[src/rtl/mux_arb_nx1.sv]
// N-to-1 valid/ready multiplexer with external-select (MODE=0) or round-robin (MODE=1)
// arbitration into a single registered output slot.
module mux_arb_nx1 #(
    parameter int unsigned  WIDTH = 8,
    parameter int unsigned  N_IN  = 4,
    parameter int unsigned  MODE  = 1,
    localparam int unsigned SEL_W = (N_IN > 1) ? $clog2(N_IN) : 1
) (
    input  logic                  clk,
    input  logic                  rst_n,
    input  logic [N_IN*WIDTH-1:0] in_data,
    input  logic [N_IN-1:0]       in_valid,
    output logic [N_IN-1:0]       in_ready,
    input  logic [SEL_W-1:0]      sel,
    output logic [WIDTH-1:0]      out_data,
    output logic [SEL_W-1:0]      out_ch,
    output logic                  out_valid,
    input  logic                  out_ready
);

    logic [WIDTH-1:0] out_data_q, out_data_d;
    logic [SEL_W-1:0] out_ch_q, out_ch_d;
    logic             out_valid_q, out_valid_d;
    logic [SEL_W-1:0] ptr_q, ptr_d;

    logic             load_en;
    logic             grant_vld;
    logic [SEL_W-1:0] grant_idx;
    logic             xfer_in;
    int unsigned      idx;

    assign load_en = !out_valid_q || out_ready;

    // Grant depends only on in_valid, sel and ptr -- never on in_data.
    always_comb begin
        grant_vld = 1'b0;
        grant_idx = '0;
        idx       = 0;
        if (MODE == 0) begin
            if (32'(sel) < N_IN) begin
                if (in_valid[sel]) begin
                    grant_vld = 1'b1;
                    grant_idx = sel;
                end
            end
        end else begin
            for (int unsigned k = 0; k < N_IN; k++) begin
                idx = 32'(ptr_q) + k;
                if (idx >= N_IN) idx = idx - N_IN;
                if (!grant_vld && in_valid[SEL_W'(idx)]) begin
                    grant_vld = 1'b1;
                    grant_idx = SEL_W'(idx);
                end
            end
        end
    end

    assign xfer_in = grant_vld && load_en && rst_n;

    always_comb begin
        for (int unsigned i = 0; i < N_IN; i++) begin
            in_ready[i] = xfer_in && (grant_idx == SEL_W'(i));
        end
    end

    always_comb begin
        out_data_d  = out_data_q;
        out_ch_d    = out_ch_q;
        out_valid_d = out_valid_q;
        ptr_d       = ptr_q;
        if (xfer_in) begin
            out_data_d  = in_data[32'(grant_idx)*WIDTH +: WIDTH];
            out_ch_d    = grant_idx;
            out_valid_d = 1'b1;
            ptr_d       = (32'(grant_idx) == N_IN - 1) ? '0 : grant_idx + SEL_W'(1);
        end else if (out_ready) begin
            out_valid_d = 1'b0;
        end
    end

    always_ff @(posedge clk or negedge rst_n) begin
        if (!rst_n) begin
            out_data_q  <= '0;
            out_ch_q    <= '0;
            out_valid_q <= 1'b0;
            ptr_q       <= '0;
        end else begin
            out_data_q  <= out_data_d;
            out_ch_q    <= out_ch_d;
            out_valid_q <= out_valid_d;
            ptr_q       <= ptr_d;
        end
    end

    assign out_data  = out_data_q;
    assign out_ch    = out_ch_q;
    assign out_valid = out_valid_q;

endmodule

[config.mk]
export PLATFORM = sky130hd
export DESIGN_NAME = mux_arb_nx1
export DESIGN_NICKNAME = d
export VERILOG_FILES = /design/src/rtl/mux_arb_nx1.sv
export SDC_FILE = /design/constraint.sdc
export NUM_CORES = 1
export LEC_CHECK = 0
export CORE_MARGIN = 2
export CORE_UTILIZATION = 35
export DETAILED_ROUTE_END_ITERATION = 10
export PLACE_DENSITY_LB_ADDON = 0.15
export SLEW_MARGIN = 20
export SYNTH_ARGS = -nofsm -noshare
export SYNTH_HDL_FRONTEND = slang
export SYNTH_SLANG_ARGS = --single-unit
[constraint.sdc]
create_clock -name clk -period 1.7 [get_ports clk]
set_input_delay 0.255 -clock clk [delete_from_list [all_inputs] [get_ports clk]]
set_output_delay 0.255 -clock clk [all_outputs]
set_load 0.01 [all_outputs]
==> flow_summary.json <==
{
  "place.detailed.hpwl_microns": 1900,
  "totalWireLength_microns": 2520,
  "rows": 17,
  "ys_seq_area_share_pct": 39.1,
  "overflow": 0,
  "cts_tree": "built",
  "syn_area_per_cell_sq_um": 10.3,
  "fin_worst_skew_ns": 0.00308,
  "fmax_mhz": 543,
  "clkSlewWorstSetupHoldPaths_ns": 0.08,
  "synth_common_cells": "mux2i_1 (16), dfrtp_1 (13), nand2_1 (12)",
  "critPathKind": "reg2out",
  "fill_cells": 194,
  "htree_levels": 1,
  "drv_cap": 0,
  "io_pins": 56,
  "ant_nets": 0,
  "drive_gt1_share_pct": 25.8,
  "ys.flop_type": "dfrtp_1",
  "antenna_found_initial": 0,
  "crit_buf_inv": 4,
  "critPathRequiredTime_ns": 1.44,
  "post-route-period-util_pct": 108,
  "ys_ff_latch": 13,
  "rsz0062_at_grt": "yes",
  "cts_buffer_depth": 2,
  "async_reset_ff_share_pct": 100,
  "path_max_fanout": 4,
  "avgViaCountPerCell": 5.17,
  "io_buffers": 53,
  "start_util_pct": 37.3,
  "synth_area_sq_um": 832,
  "min_path_type": "in2async",
  "max-slew-margin-rel_pct": 78.9,
  "grt_pass1_wl_microns": 3910,
  "failed_checks": "setup timing",
  "setup_ws_ns": -0.143,
  "p_leak_nw": 0.731,
  "n_antenna_cell": 0,
  "grt_pass1_vias": 882,
  "ys_warn_count": 0,
  "yosysMostFrequentCell": "mux2i_1",
  "cts.sinks": 13,
  "cts_root_buffer": "clkbuf_4",
  "dieArea_sq_um": 2780,
  "crit_path_max_incr_delay_ns": 0.36,
  "synthCells": 81,
  "cp_cell_sequence": "inv_2 > buf_6 > a221oi_4 > o22ai_2 > buf_4 > nor3_2 > buf_2",
  "total_power_mw": 1.89,
  "cp_data_arrival_time_ns": 1.59,
  "wl_per_cell_microns": 14.1,
  "syn_to_final_growth_pct": 88.7,
  "core_area_sq_um": 2230,
  "grt_use_total_pct": 19.5,
  "ir_worst_vdd_v": 0.000735,
  "powerDensity_nw_per_um2": 1200,
  "via_count": 926,
  "yosysUniqueCellTypes": 23,
  "status": "finished, violations left",
  "max_slew.worst_pin.slew_ns": 0.313,
  "stdcell_count": 179,
  "finalHoldViolations": 0,
  "clock_latency_ns": 0.28,
  "drc": 0,
  "slew_viol_final": 0,
  "path_delay_family": "buffers and inverters",
  "cpMaxStageDelayCell": "dfrtp_1",
  "synth_edf_count": 0,
  "yosysTopAreaCell": "dfrtp_1",
  "holdWs_ns": 0.356,
  "pre_cts_ws_ns": -0.729,
  "synth_top_area_share_pct": 39.1,
  "setup_viol": 6,
  "synthesis.nets": 122,
  "period_minus_slack_ns": 1.84,
  "die_w_microns": 52.8,
  "finalSetupTns_ns": -0.494,
  "numCtsBuffers": 3,
  "cp-end-kind": "primary output",
  "initialDrtViolationCount": 7,
  "place_congestion": 0.843,
  "place_inst": 171,
  "fp.dieH_microns": 52.8,
  "cp-start-kind": "register",
  "yosys-top-cells-area": "dfrtp_1 (39%), mux2i_1 (19%), o221ai_1 (9.5%), nand2_1 (5.4%), buf_6 (4.1%)",
  "nets": 193,
  "drt_pass1_iterations": 4,
  "grt_max_degree": 19
}
cell families (layout without fill, tap and decap cells):
group           Yosys count  in the layout  synth area share (%)
simple gates             27             27                  16.7
compound gates           17             17                  17.9
mux                      16             16                  19.2
flops                    13             13                  39.1
buf+inv                   7             77                  6.01
xor+xnor                  1              1                  1.05
what timing repair did:
| item | CTS | global route |
|---|---|---|
| endpoints found under the setup margin | 14 | 12 |
| setup buffers | 2 | 1 |
| pin swaps | 8 | 2 |
| cloned | 0 | 1 |
| hold buffers | 0 | 0 |
| resized for setup | 27 | 7 |
| hold endpoints to repair | 0 | 0 |
report_power, final:
group | switching (mW) | internal (mW)
logic | 0.490 | 0.701
registers | 0.0747 | 0.433
clock network | 0.102 | 0.0911
total | 0.667 | 1.22
worst reg2reg max path: stages (launching register included):
cell	delay (ns)
dfrtp_1	0.39
and2b_1	0.25
nor3_2	0.06
o22ai_2	0.18
buf_4	0.19
buf_12	0.14
mux2i_1	0.22
o221ai_1	0.13
path summary, 6_finish.rpt:
check	to	slack (ns)	cells past startpoint	start
setup / recovery	in_ready[3]	-0.14	7	ptr_q[0]
hold / removal	out_ch[0]	0.36	2	rst_n
setup reg to reg	out_data[6]	-0.01	7	ptr_q[0]
hold reg to reg	out_ch[1]	0.49	2	out_ch[1]
max in group asynchronous	out_data[0]	1.18	2	rst_n
min in group clk	out_valid	0.38	3	in_valid[2]
flip-flops by register name, indices dropped and copies added, names as in the netlist:
name       count
out_ch         2
out_data       8
out_valid      1
ptr_q          2
metal layers:
metal  vias up  wire length, microns  GRT usage, %
met2        31                  1340          35.6
met4         0                    27          7.69
li1        442                     -             -
met5         -                     0             0
met1       449                  1010          21.1
met3         4                   147          5.14
area by class of cell:
cell class / count / area (sq um) / share of cell area [%]
repair buffers: 70 / 667 / 42.5
clock buffers: 4 / 26.3 / 1.67
flip-flops and latches: 13 / 325 / 20.7
inverters: 3 / 11.3 / 0.717
multi-input cells: 61 / 505 / 32.2
well taps: 28 / 35.0 / 2.23
cell usage in the layout (no fill, tap or decap), drive strengths merged, types with 2 or more instances in the layout:
| cell type | n |
|---|---|
| inv | 3 |
| dlygate4sd2 | 4 |
| and3 | 2 |
| nor2 | 2 |
| nand2 | 14 |
| buf | 20 |
| nor3 | 3 |
| clkbuf | 5 |
| dfrtp | 13 |
| clkdlybuf4s50 | 45 |
| a21oi | 2 |
| and2b | 3 |
| o221ai | 9 |
| nand2b | 2 |
| mux2i | 16 |
metrics by stage:
stage | cell area (sq um) | utilization, %
2_1_floorplan | 832 | -
3_3_place_gp | 1460 | 65.2
3_5_place_dp | 1460 | 65.2
4_1_cts | 1500 | 67.3
5_1_grt | 1570 | 70.3
6_report | 1570 | 70.3
Note: power is estimated with default switching activity, not from simulation.
